`src/rtl/seq_mult.sv`:
```
// Sequential shift-add multiplier: retires one multiplier bit per clock.
// Signed mode multiplies magnitudes and negates the product at the end.
module seq_mult #(
    parameter int WIDTH = 8
) (
    input  logic               clk,
    input  logic               rst_n,
    input  logic               start,
    input  logic               signed_mode,
    input  logic [WIDTH-1:0]   a,
    input  logic [WIDTH-1:0]   b,
    output logic               busy,
    output logic               done,
    output logic [2*WIDTH-1:0] product
);

    localparam int CNT_W = $clog2(WIDTH + 1);

    typedef enum logic [1:0] {IDLE, CALC, FIN} state_t;

    state_t               state_q, state_d;
    logic [2*WIDTH-1:0]   acc_q, acc_d;
    logic [WIDTH-1:0]     mcand_q, mcand_d;
    logic [WIDTH-1:0]     mplier_q, mplier_d;
    logic [CNT_W-1:0]     cnt_q, cnt_d;
    logic                 neg_q, neg_d;
    logic [2*WIDTH-1:0]   product_q, product_d;
    logic                 done_q, done_d;
    logic [WIDTH:0]       upper_sum;
    logic [WIDTH:0]       upper_next;

    // |x| of a two's-complement value; -2^(WIDTH-1) maps onto 2^(WIDTH-1).
    function automatic logic [WIDTH-1:0] magnitude(input logic [WIDTH-1:0] x);
        return x[WIDTH-1] ? (~x + WIDTH'(1)) : x;
    endfunction

    function automatic logic [2*WIDTH-1:0] negate(input logic [2*WIDTH-1:0] x);
        return ~x + (2*WIDTH)'(1);
    endfunction

    // State register
    always_ff @(posedge clk or negedge rst_n) begin
        if (!rst_n) begin
            state_q <= IDLE;
        end else begin
            state_q <= state_d;
        end
    end

    // Next-state logic
    always_comb begin
        state_d = state_q;
        case (state_q)
            IDLE:    if (start) state_d = CALC;
            CALC:    if (cnt_q == CNT_W'(1)) state_d = FIN;
            FIN:     state_d = IDLE;
            default: state_d = IDLE;
        endcase
    end

    // Output logic
    always_comb begin
        busy    = (state_q != IDLE);
        done    = done_q;
        product = product_q;
    end

    // Datapath next-state; the upper add is WIDTH+1 bits so the carry survives the shift.
    always_comb begin
        acc_d      = acc_q;
        mcand_d    = mcand_q;
        mplier_d   = mplier_q;
        cnt_d      = cnt_q;
        neg_d      = neg_q;
        product_d  = product_q;
        done_d     = 1'b0;
        upper_sum  = {1'b0, acc_q[2*WIDTH-1:WIDTH]} + {1'b0, mcand_q};
        upper_next = mplier_q[0] ? upper_sum : {1'b0, acc_q[2*WIDTH-1:WIDTH]};
        case (state_q)
            IDLE: begin
                if (start) begin
                    mcand_d  = signed_mode ? magnitude(a) : a;
                    mplier_d = signed_mode ? magnitude(b) : b;
                    neg_d    = signed_mode & (a[WIDTH-1] ^ b[WIDTH-1]);
                    acc_d    = '0;
                    cnt_d    = CNT_W'(WIDTH);
                end
            end
            CALC: begin
                acc_d    = {upper_next, acc_q[WIDTH-1:1]};
                mplier_d = mplier_q >> 1;
                cnt_d    = cnt_q - CNT_W'(1);
            end
            FIN: begin
                product_d = neg_q ? negate(acc_q) : acc_q;
                done_d    = 1'b1;
            end
            default: ;
        endcase
    end

    always_ff @(posedge clk or negedge rst_n) begin
        if (!rst_n) begin
            acc_q     <= '0;
            mcand_q   <= '0;
            mplier_q  <= '0;
            cnt_q     <= '0;
            neg_q     <= 1'b0;
            product_q <= '0;
            done_q    <= 1'b0;
        end else begin
            acc_q     <= acc_d;
            mcand_q   <= mcand_d;
            mplier_q  <= mplier_d;
            cnt_q     <= cnt_d;
            neg_q     <= neg_d;
            product_q <= product_d;
            done_q    <= done_d;
        end
    end

endmodule

```
`config.mk`:
```
export PLATFORM = sky130hd
export DESIGN_NAME = seq_mult
export DESIGN_NICKNAME = d
export VERILOG_FILES = /design/src/rtl/seq_mult.sv
export SDC_FILE = /design/constraint.sdc
export NUM_CORES = 1
export LEC_CHECK = 0
export ABC_AREA = 1
export BUFFER_PORTS_ARGS = -buffer_cell sky130_fd_sc_hd__buf_4
export CAP_MARGIN = 15
export CORE_MARGIN = 10
export CORE_UTILIZATION = 55
export DETAILED_ROUTE_END_ITERATION = 6
export PLACE_DENSITY = 0.76
export SLEW_MARGIN = 10
export SYNTH_ARGS = -nofsm -noshare
export SYNTH_HDL_FRONTEND = slang
export SYNTH_SLANG_ARGS = --single-unit
```
`constraint.sdc`:
```
create_clock -name clk -period 3.6 [get_ports clk]
set_clock_uncertainty 0.15 [all_clocks]
set_input_delay 0.72 -clock clk [delete_from_list [all_inputs] [get_ports clk]]
set_output_delay 0.72 -clock clk [all_outputs]
set_load 0.02 [all_outputs]
```
==> metrics.yaml <==
clock_tree:
  clkSinkCount: 56
  post_cts_buffers: 0
  cts_resized: 0
  clk_pin_slew_worst_paths_ns: 0.10
  tritoncts: "yes"
  cts_hold_buf: 0
  cts_root_buf: "clkbuf_8"
  cts_max_level: 2
  cts_buffers: 5
  clk_path_buf_depth: 2
  clock_latency_ns: 0.31
global_route:
  grt_pass1_wl_mm: 12.1
  grt_pass1_vias: 2741
  grt_use_total_pct: 16.0
  grt_max_degree: 57
  antenna_found_initial: 0
  overflow: 0
route:
  via_per_inst: 5.34
  route.detailed.drc: 0
  via_count: 2783
  wl_per_cell_um: 13.0
  finalWirelength_mm: 6.77
  firstDrtPassIters: 4
  drt_iter0_markers: 107
  postRouteAntennaNets: 0
yosys:
  synth_area_leader_cell: "dfrtp_1"
  synthesis.area_um2: 3170
  yosys_register_bits: 56
  yosysTopAreaCellShare_pct: 44.3
  yosysUniqueCellTypes: 29
  syn_inst: 414
  synth_area_leaders: "dfrtp_1 44%, nand2_1 13%, nand3_1 6.5%"
  syn-num-nets: 448
  syn_avg_cell_area_um2: 7.65
  ys_warn_count: 0
  ys_seq_area_share_pct: 44.3
critical_path:
  crit_type: "flop to flop"
  crit_fanout: 21
  ff2ff_setup_slack_ns: 1.45
  crit_arrival_ns: 2.17
  end_kind: "flop"
  worst_ep_required_time_ns: 3.63
  cp-start-kind: "flop"
power:
  ir_worst_vdd_uv: 382
  leakage_nw: 1.84
  p_per_area_nw_per_um2: 912
  power_w: 0.00330
flow_run:
  drv_cap: 0
sta:
  setup_viol: 0
  maxSlewViolCount: 0
  setup_tns_ns: 0
  relSlewSlack_pct: 53.5
  worstMarginPinSlew_ns: 0.696
  hold_violations: 0
  rsz0062_at_grt: "false"
  fin_crit_sh_pct: 59.6
  fmax_mhz: 466
  fin_crit_ns: 2.15
cells_and_area:
  layout-drive-gt1-share_pct: 15.4
  finalInstanceArea_um2: 3610
  seqCellArea_um2: 1400
  final_core_util_pct: 65.2
  diodes: 0
  fin_nets: 482
  area_growth_pct: 14.1
  multi_input_comb_area_um2: 1520
  final_cells: 521
  fill_cells: 512
placement:
  place_inst: 513
  postPlaceCellArea_um2: 3490
  port_buffers: 37
  place_congestion: 0.850
  dp_hpwl_mm: 5.18
die:
  die_x_um: 95.9
  coreArea_um2: 5540
  die_h_um: 95.9
  core.rowCount: 27
  start_util_pct: 57.1
  die_area_um2: 9190
  num_io_pins: 38
run_status:
  status: "complete, no violations"
worst_hold_path:
  min_path_type: "primary input to async pin"
## Yosys cell counts, drive strengths merged
library cell,n
nand4,4
clkbuf,3
xnor2,2
ha,13
inv,53
o221ai,1
nand3,41
o22ai,14
a21oi,17
xor2,10
nor2,28
o21ai,39
nor3,2
o211ai,1
dfrtp,56
fa,1
nand2,113
a22oi,5
buf,8
or2,2
or3,1
## final timing paths
kind	start	endpoint	cells past startpoint
max	state_q[1]$_DFFE_PN0P_	mplier_q[2]$_DFFE_PN0P_	6
min	rst_n	product[4]$_DFFE_PN0P_	1
max reg2reg	state_q[1]$_DFFE_PN0P_	mplier_q[2]$_DFFE_PN0P_	6
min reg2reg	cnt_q[3]$_DFFE_PN0P_	cnt_q[3]$_DFFE_PN0P_	1
max in group asynchronous	rst_n	acc_q[10]$_DFFE_PN0P_	1
min in group clk	cnt_q[3]$_DFFE_PN0P_	cnt_q[3]$_DFFE_PN0P_	1
## layout by cell type, fill, tap and decap left out, types with 10 or more instances in the layout
cell / instances
buf_4: 38
inv_1: 37
xor2_1: 10
nand3_1: 41
a21oi_1: 16
o21ai_1: 29
nor2_1: 27
ha_1: 13
o22ai_1: 14
inv_2: 16
nand2_1: 110
dfrtp_1: 56
## kinds of logic (layout without fill, tap and decap cells)
logic type,Yosys count,after routing,synth area share [%]
buffers and inverters,64,99,7.87
adders and majority gates,14,14,5.77
AOI/OAI and AO/OA,77,77,13.6
DFF,56,56,44.3
xor gates and xnor gates,12,12,3.32
and+or+nand+nor,191,191,25.2
## critical path: stages, from the launching register on
cell	delay, ns
dfrtp_1	0.41
nor2_1	0.15
nand2_1	0.43
nand2_2	0.45
inv_2	0.17
a22oi_1	0.16
o21ai_1	0.09
## sequential cells by signal, summed over array words and instances, names as in the netlist
register,flops
mcand_q,8
state_q,2
cnt_q,4
product,16
mplier_q,8
done,1
acc_q,16
neg_q,1
## metal layers
metal | vias to the layer above | global-route usage [%] | part of all wire [%]
met1 | 1277 | 19.6 | 45
li1 | 1421 | - | -
met3 | 9 | 3.66 | 7.0
met5 | - | 0 | 0
met2 | 76 | 27.4 | 47
met4 | 0 | 5.16 | 1.4
## layout make-up
cell class	instances	area share (%)
sequential	56	38.8
multi-input combinational	294	41.9
clock inverter	2	1.07
tap	72	2.49
clock buffer	6	2.29
timing repair buffer	38	7.90
inverter	53	5.51
## through the flow
step,hold WS (ns),setup slack [ns]
after global placement,0.312,1.23
after floorplan,0.274,1.80
final,0.275,1.45
after CTS,0.313,1.43
after detailed placement,0.313,1.20
after global routing,0.343,1.27
## report_power, final
| group | leakage, nW | switching, W | total [W] | internal, W |
|---|---|---|---|---|
| logic | 1.09 | 0.00105 | 0.00170 | 0.000655 |
| registers | 0.684 | 0.000254 | 0.00116 | 0.000908 |
| clock network | 0.0614 | 0.000205 | 0.000433 | 0.000228 |
Note: power is estimated with default switching activity, not from simulation.
